File: src/rtl/pp_pkg.sv
// Shared types and constants for the ping-pong B-operand bank scheduler.
package pp_pkg;

    localparam int NBANKS = 2;

    typedef enum logic [1:0] {
        EMPTY = 2'd0,
        FILL  = 2'd1,
        FULL  = 2'd2,
        DRAIN = 2'd3
    } bank_state_t;

endpackage

File: src/rtl/pp_bank_scheduler_if.sv
// Handshake bundle between the B write/read controllers and the bank scheduler.
interface pp_bank_scheduler_if
    import pp_pkg::*;
#(
    parameter int MATRIXSIZE_W = 16
);
    logic                    start;
    logic [MATRIXSIZE_W-1:0] blocks_total;
    logic                    wr_done_early;
    logic                    wr_done;
    logic                    rd_done;
    logic [NBANKS-1:0]       bank_wr_en;
    logic [NBANKS-1:0]       bank_rd_en;
    logic                    stall_wr;
    logic [MATRIXSIZE_W-1:0] wr_blk_cnt;
    logic [MATRIXSIZE_W-1:0] rd_blk_cnt;
    logic                    busy;
    logic                    pass_done;
    logic                    err;

    modport master (
        output start, blocks_total, wr_done_early, wr_done, rd_done,
        input  bank_wr_en, bank_rd_en, stall_wr, wr_blk_cnt, rd_blk_cnt,
               busy, pass_done, err
    );

    modport slave (
        input  start, blocks_total, wr_done_early, wr_done, rd_done,
        output bank_wr_en, bank_rd_en, stall_wr, wr_blk_cnt, rd_blk_cnt,
               busy, pass_done, err
    );

endinterface

File: src/rtl/pp_bank_fsm.sv
// Lifecycle of one buffer bank: EMPTY -> FILL -> FULL -> DRAIN -> EMPTY.
module pp_bank_fsm
    import pp_pkg::*;
(
    input  logic        clk,
    input  logic        rst,
    input  logic        claim_wr,
    input  logic        wr_done,
    input  logic        claim_rd,
    input  logic        rd_done,
    output bank_state_t state
);

    bank_state_t state_next;

    // State register.
    always_ff @(posedge clk) begin
        if (rst) state <= EMPTY;
        else     state <= state_next;
    end

    // Transitions; a bank drained this cycle can be reclaimed by the writer in the same edge.
    always_comb begin
        state_next = state;
        unique case (state)
            EMPTY:   if (claim_wr) state_next = FILL;
            FILL:    if (wr_done)  state_next = FULL;
            FULL:    if (claim_rd) state_next = DRAIN;
            DRAIN:   if (rd_done)  state_next = claim_wr ? FILL : EMPTY;
            default: state_next = EMPTY;
        endcase
    end

endmodule

File: src/rtl/pp_bank_scheduler.sv
// Two-bank ping-pong scheduler: write/read pointers, block counters, stall and error logic.
module pp_bank_scheduler
    import pp_pkg::*;
#(
    parameter int MATRIXSIZE_W = 16
)(
    input logic                clk,
    input logic                rst,
    pp_bank_scheduler_if.slave bus
);

    bank_state_t             state [NBANKS];
    logic                    wp, rp, wp_next, rp_next;
    logic [MATRIXSIZE_W-1:0] total, total_next;
    logic [MATRIXSIZE_W-1:0] wr_cnt, wr_cnt_next, rd_cnt, rd_cnt_next;
    logic                    busy, busy_next, pass_done, pass_done_next;
    logic                    err, err_next, early_q, stall, stall_next;
    logic                    wr_ok, rd_ok, grant, stall_force;
    logic [NBANKS-1:0]       fill_now, drain_now, fill_next, drain_next;
    logic [NBANKS-1:0]       claim_wr, claim_rd, bank_wr_done, bank_rd_done;
    logic [NBANKS-1:0]       wr_en, rd_en;

    for (genvar g = 0; g < NBANKS; g++) begin : g_bank
        pp_bank_fsm u_fsm (
            .clk      (clk),
            .rst      (rst),
            .claim_wr (claim_wr[g]),
            .wr_done  (bank_wr_done[g]),
            .claim_rd (claim_rd[g]),
            .rd_done  (bank_rd_done[g]),
            .state    (state[g])
        );
    end

    // Pass control: qualify done pulses, advance pointers/counters, pick banks to claim.
    always_comb begin
        wp_next        = wp;
        rp_next        = rp;
        total_next     = total;
        wr_cnt_next    = wr_cnt;
        rd_cnt_next    = rd_cnt;
        busy_next      = busy;
        pass_done_next = 1'b0;
        err_next       = err;
        claim_wr       = '0;
        claim_rd       = '0;
        bank_wr_done   = '0;
        bank_rd_done   = '0;
        for (int unsigned i = 0; i < NBANKS; i++) begin
            fill_now[i]  = (state[i] == FILL);
            drain_now[i] = (state[i] == DRAIN);
        end

        wr_ok       = bus.wr_done && busy && fill_now[wp];
        rd_ok       = bus.rd_done && busy && drain_now[rp];
        grant       = busy && (drain_now == '0) && (state[rp] == FULL);
        stall_force = bus.wr_done_early && (state[~wp] != EMPTY);

        if (bus.wr_done && !wr_ok)       err_next = 1'b1;
        if (bus.rd_done && !rd_ok)       err_next = 1'b1;
        if (early_q && !bus.wr_done)     err_next = 1'b1;

        if (bus.start) begin
            if (busy) begin
                err_next = 1'b1;
            end else begin
                total_next  = bus.blocks_total;
                wr_cnt_next = '0;
                rd_cnt_next = '0;
                wp_next     = 1'b0;
                rp_next     = 1'b0;
                if (bus.blocks_total != '0) busy_next      = 1'b1;
                else                        pass_done_next = 1'b1;
            end
        end

        if (grant) claim_rd[rp] = 1'b1;

        if (wr_ok) begin
            bank_wr_done[wp] = 1'b1;
            wr_cnt_next      = wr_cnt + 1'b1;
            wp_next          = ~wp;
        end

        if (rd_ok) begin
            bank_rd_done[rp] = 1'b1;
            rd_cnt_next      = rd_cnt + 1'b1;
            rp_next          = ~rp;
            if (rd_cnt_next == total) begin
                pass_done_next = 1'b1;
                busy_next      = 1'b0;
            end
        end

        // The writer's next bank is claimed whether it was already empty or is being freed now.
        if (busy_next && (wr_cnt_next < total_next) &&
            ((state[wp_next] == EMPTY) || bank_rd_done[wp_next]))
            claim_wr[wp_next] = 1'b1;

        fill_next  = claim_wr | (fill_now & ~bank_wr_done);
        drain_next = claim_rd | (drain_now & ~bank_rd_done);
        stall_next = !busy_next || (fill_next == '0) ||
                     (wr_cnt_next >= total_next) || stall_force;
    end

    // Registered control state and outputs.
    always_ff @(posedge clk) begin
        if (rst) begin
            wp        <= 1'b0;
            rp        <= 1'b0;
            total     <= '0;
            wr_cnt    <= '0;
            rd_cnt    <= '0;
            busy      <= 1'b0;
            pass_done <= 1'b0;
            err       <= 1'b0;
            early_q   <= 1'b0;
            stall     <= 1'b1;
            wr_en     <= '0;
            rd_en     <= '0;
        end else begin
            wp        <= wp_next;
            rp        <= rp_next;
            total     <= total_next;
            wr_cnt    <= wr_cnt_next;
            rd_cnt    <= rd_cnt_next;
            busy      <= busy_next;
            pass_done <= pass_done_next;
            err       <= err_next;
            early_q   <= bus.wr_done_early;
            stall     <= stall_next;
            wr_en     <= fill_next;
            rd_en     <= drain_next;
        end
    end

    assign bus.bank_wr_en = wr_en;
    assign bus.bank_rd_en = rd_en;
    assign bus.stall_wr   = stall;
    assign bus.wr_blk_cnt = wr_cnt;
    assign bus.rd_blk_cnt = rd_cnt;
    assign bus.busy       = busy;
    assign bus.pass_done  = pass_done;
    assign bus.err        = err;

endmodule

File: src/flat_wrapper.sv
// flat-port wrapper written by rule: the top's interface ports become plain ports
module pp_bank_scheduler_flat import pp_pkg::*;
#(
    parameter int MATRIXSIZE_W = 16
)
  (clk, rst, bus_start, bus_blocks_total, bus_wr_done_early, bus_wr_done, bus_rd_done, bus_bank_wr_en, bus_bank_rd_en, bus_stall_wr, bus_wr_blk_cnt, bus_rd_blk_cnt, bus_busy, bus_pass_done, bus_err);
  pp_bank_scheduler_if #(.MATRIXSIZE_W(MATRIXSIZE_W)) bus_i ();
  input logic clk;
  input logic rst;
  input wire logic [$bits(bus_i.start)-1:0] bus_start;
  input wire logic [$bits(bus_i.blocks_total)-1:0] bus_blocks_total;
  input wire logic [$bits(bus_i.wr_done_early)-1:0] bus_wr_done_early;
  input wire logic [$bits(bus_i.wr_done)-1:0] bus_wr_done;
  input wire logic [$bits(bus_i.rd_done)-1:0] bus_rd_done;
  output wire logic [$bits(bus_i.bank_wr_en)-1:0] bus_bank_wr_en;
  output wire logic [$bits(bus_i.bank_rd_en)-1:0] bus_bank_rd_en;
  output wire logic [$bits(bus_i.stall_wr)-1:0] bus_stall_wr;
  output wire logic [$bits(bus_i.wr_blk_cnt)-1:0] bus_wr_blk_cnt;
  output wire logic [$bits(bus_i.rd_blk_cnt)-1:0] bus_rd_blk_cnt;
  output wire logic [$bits(bus_i.busy)-1:0] bus_busy;
  output wire logic [$bits(bus_i.pass_done)-1:0] bus_pass_done;
  output wire logic [$bits(bus_i.err)-1:0] bus_err;
  assign bus_i.start = bus_start;
  assign bus_i.blocks_total = bus_blocks_total;
  assign bus_i.wr_done_early = bus_wr_done_early;
  assign bus_i.wr_done = bus_wr_done;
  assign bus_i.rd_done = bus_rd_done;
  assign bus_bank_wr_en = bus_i.bank_wr_en;
  assign bus_bank_rd_en = bus_i.bank_rd_en;
  assign bus_stall_wr = bus_i.stall_wr;
  assign bus_wr_blk_cnt = bus_i.wr_blk_cnt;
  assign bus_rd_blk_cnt = bus_i.rd_blk_cnt;
  assign bus_busy = bus_i.busy;
  assign bus_pass_done = bus_i.pass_done;
  assign bus_err = bus_i.err;
  pp_bank_scheduler #(.MATRIXSIZE_W(MATRIXSIZE_W)) u_core (.clk(clk), .rst(rst), .bus(bus_i));
endmodule
File: config.mk
export PLATFORM = sky130hd
export DESIGN_NAME = pp_bank_scheduler_flat
export DESIGN_NICKNAME = d
export VERILOG_FILES = /design/src/rtl/pp_pkg.sv /design/src/rtl/pp_bank_scheduler_if.sv /design/src/rtl/pp_bank_fsm.sv /design/src/rtl/pp_bank_scheduler.sv /design/src/flat_wrapper.sv
export SDC_FILE = /design/constraint.sdc
export NUM_CORES = 1
export LEC_CHECK = 0
export CELL_PAD_IN_SITES_DETAIL_PLACEMENT = 1
export CELL_PAD_IN_SITES_GLOBAL_PLACEMENT = 2
export CORE_MARGIN = 2
export CORE_UTILIZATION = 29
export DETAILED_ROUTE_END_ITERATION = 10
export GPL_TIMING_DRIVEN = 0
export PLACE_DENSITY_LB_ADDON = 0.1
export SETUP_SLACK_MARGIN = 0.3
export SYNTH_ARGS = -nofsm -noshare
export SYNTH_HDL_FRONTEND = slang
export SYNTH_SLANG_ARGS = --single-unit
File: constraint.sdc
create_clock -name clk -period 3.8 [get_ports clk]
set_input_delay 0.76 -clock clk [delete_from_list [all_inputs] [get_ports clk]]
set_output_delay 0.76 -clock clk [all_outputs]
set_load 0.05 [all_outputs]
# After elaboration in Yosys (flattened, before gate mapping)
# Cells that the tools add are included.
# word_totals
reg_bits	63
inputBits	22
out_inout_bits	40
wordCells	155
# classes
addsub	2
order_cmp	11
n_eq_ne	17
n_mux	66
bitwise_logic	11
reduce_logical	34
# op_table
operator	count
two-way mux 16 bit	8
two-way mux 2 bit	21
adder 16 x 1 -> 16 bit (second input constant)	2
two-way mux 1 bit	32
== test 16 bit	1
greater-or-equal comparator 16 bit	1
< comparator 16 bit	1
case mux 2 bit (4 select lines)	2
nonzero test 16 bit	1
logical AND 1 bit	15
== test 2 bit (second input constant)	5
logical NOT 2 bit	5
!= test 2 bit (second input constant)	5
!= test 2 x 1 -> 1 bit (second input constant)	4
AND reduction 4 bit	2
greater-or-equal comparator 2 bit (second input constant)	3
< comparator 1 x 2 -> 1 bit (second input constant)	3
NOT 1 -> 2 bit	3
bitwise AND 2 bit	2
== test 2 x 1 -> 1 bit (second input constant)	2
logical NOT 1 bit	4
logical OR 1 bit	4
NOT 2 bit	2
bitwise OR 2 bit	2
other kinds (5)	11

# Logic depth before layout (Yosys ltp)
# Gate-level depths: netlist (run 1).
# logic_depth
word_depth	18
depth_mapped	19
mapped_depth_nobuf	18

# Cells and area by module
# Synthesis (run 1) repeated with hierarchy kept, for this count alone.
# hier_totals
cells_unflattened	486
area_unflattened_um2	4043.9
# modules_own_cells
mod	n_inst	cells_each	area_per_inst_um2	seq_area_each_um2
pp_bank_scheduler	1	448	3693.5	1181.1
pp_bank_fsm	2	19	175.2	40.0

# Worst setup path after synthesis (run 1)
# OpenSTA, ideal clock, no wires.
# synth_path
path_kind	register to register
startpoint	register u_core.busy, in the netlist u_core.bus.busy
endpoint	register u_core.g_bank[0].u_fsm.state[0]
setup_ns	0.132
arrival_ns	4.040
required_time_ns	3.668
setup_slack_ns	-0.372
stages_incl_launch_ff	18
path_buffers	2
period_less_slack_ns	4.172
path_cell_list	dfxtp_1 buf_2 nand2_1 and2b_1 nand4_1 or3_1 clkbuf_1 o211ai_1 o31ai_1 ha_1 a211oi_1 o41ai_1 a31oi_1 a21oi_1 or3b_2 o21a_2 nor4_2 nor4_2
# synth_via
word_cells_on_any_way	46
classes_between	order compare: 3; eq/ne: 4; mux: 26; bitwise: 1; reduce/logical: 12
# synth_lines
item	line	rtl
from (decl)	pp_bank_scheduler.sv:16	logic busy, busy_next, pass_done, pass_done_next;
from (signal assigned)	pp_bank_scheduler.sv:127	busy <= busy_next;
two-way mux 16 bit or logical AND 1 bit (tied branches)	pp_bank_scheduler.sv:64, pp_bank_scheduler.sv:54	
two-way mux 16 bit or logical AND 1 bit (tied branches)	pp_bank_scheduler.sv:63, pp_bank_scheduler.sv:54	
two-way mux 16 bit *	pp_bank_scheduler.sv:79	if (wr_ok) begin
named net u_core.wr_cnt_next[13]	pp_bank_scheduler.sv:15	logic [MATRIXSIZE_W-1:0] wr_cnt, wr_cnt_next, rd_cnt, rd_cnt_next;
< comparator 16 bit *	pp_bank_scheduler.sv:96	if (busy_next && (wr_cnt_next < total_next) &&
logical AND 1 bit * (2 in series)	pp_bank_scheduler.sv:96	
two-way mux 2 bit *	pp_bank_scheduler.sv:96	
two-way mux 1 bit	pp_bank_fsm.sv:29	DRAIN: if (rd_done) state_next = claim_wr ? FILL : EMPTY;
two-way mux 2 bit	pp_bank_fsm.sv:29	
case mux 2 bit (4 select lines)	pp_bank_fsm.sv:25	unique case (state)
to (signal assigned)	pp_bank_fsm.sv:19	else state <= state_next;
to (decl)	pp_bank_fsm.sv:11	output bank_state_t state
# The timed path passes the listed nets; every way through them passes the cells marked *. The select of a mux whose other input is x is not followed.
# A chain may end at the register's enable or synchronous reset.

# Worst setup path after layout (run 1)
# layout_path
startpoint	input port bus_wr_done
endpoint	register u_core.g_bank[0].u_fsm.state[0]
# layout_via
word_cells_on_any_way	28
classes_between	order compare: 3; eq/ne: 2; mux: 14; bitwise: 1; reduce/logical: 8
# layout_lines
item	line	rtl
from (decl)	flat_wrapper.sv:13	input wire logic [$bits(bus_i.wr_done)-1:0] bus_wr_done;
logical AND 1 bit * (2 in series)	pp_bank_scheduler.sv:54	wr_ok = bus.wr_done && busy && fill_now[wp];
two-way mux 16 bit *	pp_bank_scheduler.sv:79	
named net u_core.wr_cnt_next[13]	pp_bank_scheduler.sv:15	
< comparator 16 bit *	pp_bank_scheduler.sv:96	
logical AND 1 bit * (2 in series)	pp_bank_scheduler.sv:96	
two-way mux 2 bit *	pp_bank_scheduler.sv:96	
two-way mux 1 bit	pp_bank_fsm.sv:29	
two-way mux 2 bit	pp_bank_fsm.sv:29	
case mux 2 bit (4 select lines)	pp_bank_fsm.sv:25	
# Marks and branches as above.

==> flow_summary.yaml, run 1 <==
clock_network:
  cts.sinks: 63
  cts-root-buf: "clkbuf_16"
  tritoncts: "built"
  h-tree-depth: 3
  cts_hold_buffers: 0
  cts_max_path_buffers: 2
  cts_buffers: 9
  path_clk_slew_ps: 60
  worstSkewPairLatency_ps: 340
critical_path:
  arrival_ps: 4070
  critPathSlowestCell: "o41ai_2"
  end_kind: "register"
  cp.required_ps: 3990
  crit_fanout: 5
  max_stage_delay_ps: 380
  r2r-start: "u_core.g_bank[0].u_fsm.state[1]"
  cp-startpoint: "bus_wr_done"
  critPathLaunchType: "input pin"
  crit_type: "input pin to register"
  path_cells: "buf_2, nand2_4, and2b_2, nand4_1, or3_1, clkbuf_8, o211ai_1, o31ai_2, ha_1, nand2_2, o41ai_2, a31oi_1, a21oi_2, buf_4, nor2_4, a41o_1, nor4_4, nor4_2"
sta:
  setup_tns_ps: -126
  final-max-slew-violation-count: 0
  fin_crit_sh: 1.02
  final-setup-viol-count: 2
  fin_worst_skew_ps: 5.73
  max_clock_freq_mhz: 258
  slew_headroom: 0.433
  finalHoldViolCount: 0
  rsz0062_at_grt: "true"
  holdWs_ps: 543
  fin_crit_ps: 3880
  setup_ws_ps: -78.2
  worst_slew_pin_slew_ps: 848
finish:
  final_cells: 758
  drive_above_1_share: 0.165
  area_growth_pct: 36.1
  antenna_cells: 0
  fillerInstances: 1590
  final_core_util: 0.406
  postLayoutCellArea_mm2: 0.00540
  most-common-layout-cells: "clkdlybuf4s50_1 (59), dfxtp_1 (58), nor2_1 (55), nand2_1 (47), ha_1 (26)"
  fin_nets: 628
  mostFrequentLayoutCell: "clkdlybuf4s50_1"
global_route:
  first_global_vias: 3979
  grt_max_degree: 11
  antenna_found_initial: 0
  grt_use_total: 0.201
  grt_pass1_wl_um: 22200
  grt_overflow: 0
route:
  dr.first_iter.drc_count: 138
  wire_per_inst_um: 18.6
  routed_wl_um: 14100
  via_per_inst: 5.19
  vias: 3937
  dr.pass1.iters: 6
  drc_errors: 0
  ant_nets: 0
floorplan:
  die-area_mm2: 0.0146
  start_util: 0.298
  core_area_mm2: 0.0133
  dieHeight_um: 121
  ios: 62
  rows: 42
  dieWidth_um: 121
synth:
  ys_warn_count: 0
  syn_avg_cell_area_um2: 8.11
  ys_ff_latch: 63
  synth_cells: 489
  synthArstFlopShare: 0
  yosys.cell_types.count: 61
  ys.flop_type: "dfxtp_1"
  seq_area_frac_synth: 0.318
  synth-edff-count: 0
  syn_area_mm2: 0.00397
  syn-num-nets: 539
pwr:
  cellPowerDensity_mw_per_mm2: 408
  power_mw: 2.20
  p_leak_nw: 2.08
  ir_worst_vdd_uv: 168
run:
  cap_violations: 0
placed_design:
  hpwl_um: 10600
  io_buffers: 60
  place_area_mm2: 0.00482
  gp_congestion: 0.796
  placedCellCount: 725
  place_ws_ps: -1220
min_path:
  min_from: "u_core.early_q"
  hold_path.class: "register to register"
status:
  violations: "negative setup slack"
  status: "complete, but fails checks"
-- repair_timing --
item                                    4_1_cts  5_1_grt
pin swaps                                    12        4
resized for setup                            46        4
endpoints found under the setup margin        7        7
buffers inserted                             15        3
-- state kept, by name, indices dropped and copies added, names as in the netlist --
register and count:
u_core.bus.bank_rd_en 2, u_core.bus.bank_wr_en 2, u_core.bus.busy 1, u_core.bus.err 1, u_core.bus.pass_done 1, u_core.bus.rd_blk_cnt 16
u_core.bus.stall_wr 1, u_core.bus.wr_blk_cnt 16, u_core.early_q 1, u_core.g_bank.u_fsm.state 4, u_core.rp 1, u_core.total 16
u_core.wp 1
-- routing by layer --
metal  vias up  global-route usage  wire [um]
met1      1916               0.261       6580
met3        13              0.0310        449
li1       1949                   -          -
met5         -                   0          0
met4         0              0.0749        213
met2        59               0.336       6820
-- final cells by class --
type	count	area (um2)	area share
Multi-Input combinational cell	390	2680	0.497
Sequential cell	63	1280	0.237
Timing Repair Buffer	78	742	0.137
Clock buffer	12	267	0.0494
Tap cell	176	220	0.0408
Buffer	28	156	0.0290
Inverter	8	35.0	0.00649
Clock inverter	3	17.5	0.00324
-- power by group --
group          internal, mW  switching, mW  total, mW
Clock                 0.489          0.317      0.806
Combinational         0.281          0.372      0.653
Sequential            0.709         0.0337      0.743
Total                  1.48          0.723       2.20
-- worst max-delay path: cells and delay by family --
| kind | cells | cell delay [ps] |
|---|---|---|
| AO/OA/AOI/OAI | 6 | 1260 |
| AND/OR/NAND/NOR | 8 | 1220 |
| buffers and inverters | 3 | 460 |
| adder cells (fa/ha/maj) | 1 | 350 |
-- path summary, 6_finish.rpt --
check / to / slack, ps / cells after the start
setup / recovery: u_core.g_bank[0].u_fsm.state[0] / -80 / 18
hold / removal: u_core.bus.err / 540 / 2
setup reg to reg: u_core.g_bank[0].u_fsm.state[0] / -70 / 19
hold reg to reg: u_core.bus.err / 540 / 2
-- synthesized netlist by cell type, types with 4 or more instances --
master    instances  area, um2
xor2_1            5       43.8
clkbuf_1         13       48.8
nor4_1           14       87.6
or3_1             5       31.3
a22oi_1           5       37.5
nor2_1           58        218
nand2b_1          5       31.3
mux2i_1          23        230
o211ai_1          7       52.6
dfxtp_1          63       1260
and3_1            4       25.0
nand4_1          13       81.3
xnor2_1          16        140
and2_1           18        113
ha_1             28        350
inv_1             8       30.0
nand3_1          19       95.1
nor3_1            6       30.0
a21oi_1          28        140
o31ai_1           5       37.5
buf_2             9       45.0
nand2_1          49        184
o21ai_0          26        130
-- logic make-up after synthesis --
group / count (synthesis) / synth area share
AND/OR/NAND/NOR: 217 / 0.280
AO/OA/AOI/OAI: 100 / 0.164
flip-flops: 63 / 0.318
buffers and inverters: 36 / 0.0420
adder cells (fa/ha/maj): 28 / 0.0883
multiplexers: 24 / 0.0609
XOR/XNOR: 21 / 0.0464
Note: power is estimated with default switching activity, not from simulation.
==> run 2: changes to the inputs <==
Settings changed: CAP_MARGIN from default to 20, MAX_ROUTING_LAYER from default to met4.
==> run 2 against run 1 <==
Compared with the run above:
- the flow still finishes with violations (negative setup slack)
- clock skew hardly changed
- hold slack improved by 1.7 ps
- sequential power barely moved
- combinational power about the same
- clock power hardly changed
- final cell count did not move
- total power decreased by 0.12%
- die area did not move
- global-route usage is 0.60 points higher
- worst setup slack improved by 2.4 ps
- routed wire length about the same
- largest power group unchanged
==> flow_summary.yaml, run 2 (synthesis results as in run 1) <==
pwr:
  p_int_mw: 1.48
  clkPwrFrac: 0.365
  ir_worst_vdd_uv: 169
  power_mw: 2.20
  swShare: 0.328
  p_leak_nw: 2.08
  cellPowerDensity_mw_per_mm2: 407
  switchingPower_uw: 720
  comb_power_share: 0.297
  seq_power_share: 0.338
route:
  via_per_inst: 5.21
  drc_errors: 0
  routed_wl_um: 14100
  wire_per_inst_um: 18.5
  dr.pass1.iters: 4
  dr.first_iter.drc_count: 151
  ant_nets: 0
  vias: 3950
clock_network:
  cts-root-buf: "clkbuf_16"
  tritoncts: "built"
  worstSkewPairLatency_ps: 340
  cts.sinks: 63
  cts_max_path_buffers: 2
  cts_buffers: 9
  path_clk_slew_ps: 50
  h-tree-depth: 3
  cts_hold_buffers: 0
sta:
  fin_worst_skew_ps: 6.12
  max_clock_freq_mhz: 258
  worst_slew_pin_slew_ps: 870
  fin_crit_ps: 3880
  fin_crit_sh: 1.02
  finalHoldViolCount: 0
  final-max-slew-violation-count: 0
  rsz0062_at_grt: "true"
  slew_headroom: 0.418
  setup_ws_ps: -75.8
  final-setup-viol-count: 2
critical_path:
  rrSetupSlack_ps: -70
  crit_type: "input pin to register"
  critPathLaunchType: "input pin"
  cp.required_ps: 3990
  r2r_cells: 19
  arrival_ps: 4070
  r2r-start: "u_core.g_bank[0].u_fsm.state[1]"
  crit_fanout: 5
  end_kind: "register"
  r2r-end: "u_core.g_bank[0].u_fsm.state[0]"
global_route:
  first_global_vias: 3980
  grt_pass1_wl_um: 22300
  antenna_found_initial: 0
  grt_overflow: 0
  grt_max_degree: 11
  grt_use_total: 0.207
finish:
  multi_input_area_mm2: 0.00268
  area_growth_pct: 36.1
  antenna_cells: 0
  ff_latch_area_mm2: 0.00128
  final_core_util: 0.406
  fillerInstances: 1590
  drive_above_1_share: 0.165
  final_cells: 758
  fin_nets: 628
  postLayoutCellArea_mm2: 0.00540
  most-common-layout-cells: "clkdlybuf4s50_1 (59), dfxtp_1 (58), nor2_1 (55), nand2_1 (47), ha_1 (26)"
  mostFrequentLayoutCell: "clkdlybuf4s50_1"
placed_design:
  place_area_mm2: 0.00482
  placedCellCount: 725
  io_buffers: 60
  hpwl_um: 10600
  place_ws_ps: -1220
  gp_congestion: 0.808
min_path:
  hold_path.class: "register to register"
  min_from: "u_core.early_q"
  hold-path-endpoint: "u_core.bus.err"
  hold_depth: 2
floorplan:
  core_area_mm2: 0.0133
  dieWidth_um: 121
  ios: 62
  die-area_mm2: 0.0146
  dieHeight_um: 121
  start_util: 0.298
  rows: 42
status:
  violations: "negative setup slack"
  status: "complete, but fails checks"
run:
  cap_violations: 0
[run 2: per-layer routing]
| layer | vias to the layer above | GRT usage | share of wire | wire [um] |
|---|---|---|---|---|
| met5 | - | - | 0 | 0 |
| met3 | 17 | 0.0305 | 0.035 | 488 |
| met4 | 0 | 0.0749 | 0.016 | 225 |
| met1 | 1916 | 0.263 | 0.47 | 6550 |
| li1 | 1948 | - | - | - |
| met2 | 69 | 0.335 | 0.48 | 6800 |
[run 2: layout make-up]
class | count | share of cell area
Inverter | 8 | 0.00649
Tap cell | 176 | 0.0408
Buffer | 28 | 0.0290
Timing Repair Buffer | 78 | 0.137
Clock buffer | 12 | 0.0494
Clock inverter | 3 | 0.00324
Multi-Input combinational cell | 390 | 0.497
Sequential cell | 63 | 0.237
[run 2: worst max-delay path: stages]
cell and delay, ps:
buf_2 140, nand2_4 60, and2b_2 260, nand4_1 140, or3_1 340, clkbuf_8 160
o211ai_1 190, o31ai_2 110, ha_1 350, nand2_2 100, o41ai_2 380, a31oi_1 110
a21oi_2 230, buf_4 160, nor2_4 40, a41o_1 240, nor4_4 230, nor4_2 50
[run 2: power by group through the flow]
stage / clock network [mW] / registers (mW) / logic (mW)
2_1_floorplan: 0 / 0.794 / 0.329
3_3_place_gp: 0 / 0.759 / 0.519
3_5_place_dp: 0 / 0.761 / 0.530
4_1_cts: 0.822 / 0.743 / 0.641
5_1_grt: 0.855 / 0.749 / 0.718
6_report: 0.804 / 0.743 / 0.653
[run 2: metrics by stage]
stage | TNS (ps) | hold WS [ps]
after detailed placement | -6970 | 529
after global routing | -714 | 564
after CTS | -203 | 533
final | -124 | 545
after global placement | -6660 | 537
after floorplan | 0 | 505
[run 2: worst max-delay path by stage]
| stage | startpoint | to | slack, ps | cells past startpoint |
|---|---|---|---|---|
| 2_1_floorplan | bus_wr_done | u_core.g_bank[0].u_fsm.state[0] | 30 | 16 |
| 3_3_place_gp | bus_wr_done | u_core.g_bank[0].u_fsm.state[0] | -1180 | 17 |
| 3_5_place_dp | bus_wr_done | u_core.g_bank[0].u_fsm.state[0] | -1220 | 17 |
| 4_1_cts | u_core.g_bank[0].u_fsm.state[1] | u_core.g_bank[0].u_fsm.state[0] | -90 | 18 |
| 5_1_grt | u_core.g_bank[0].u_fsm.state[1] | u_core.g_bank[0].u_fsm.state[0] | -240 | 18 |
| 6_report | bus_wr_done | u_core.g_bank[0].u_fsm.state[0] | -80 | 18 |
[run 2: what timing repair did]
action	CTS	global route
setup buffers	15	3
setup endpoints to repair	7	7
pin swaps	12	4
gates resized for setup	46	4
==> run 3: changes to the inputs <==
Settings changed: CTS_CLUSTER_DIAMETER from default to 40.
==> results of run 3 <==
No change in the layout: final DEF, timing and power equal those of run 2.
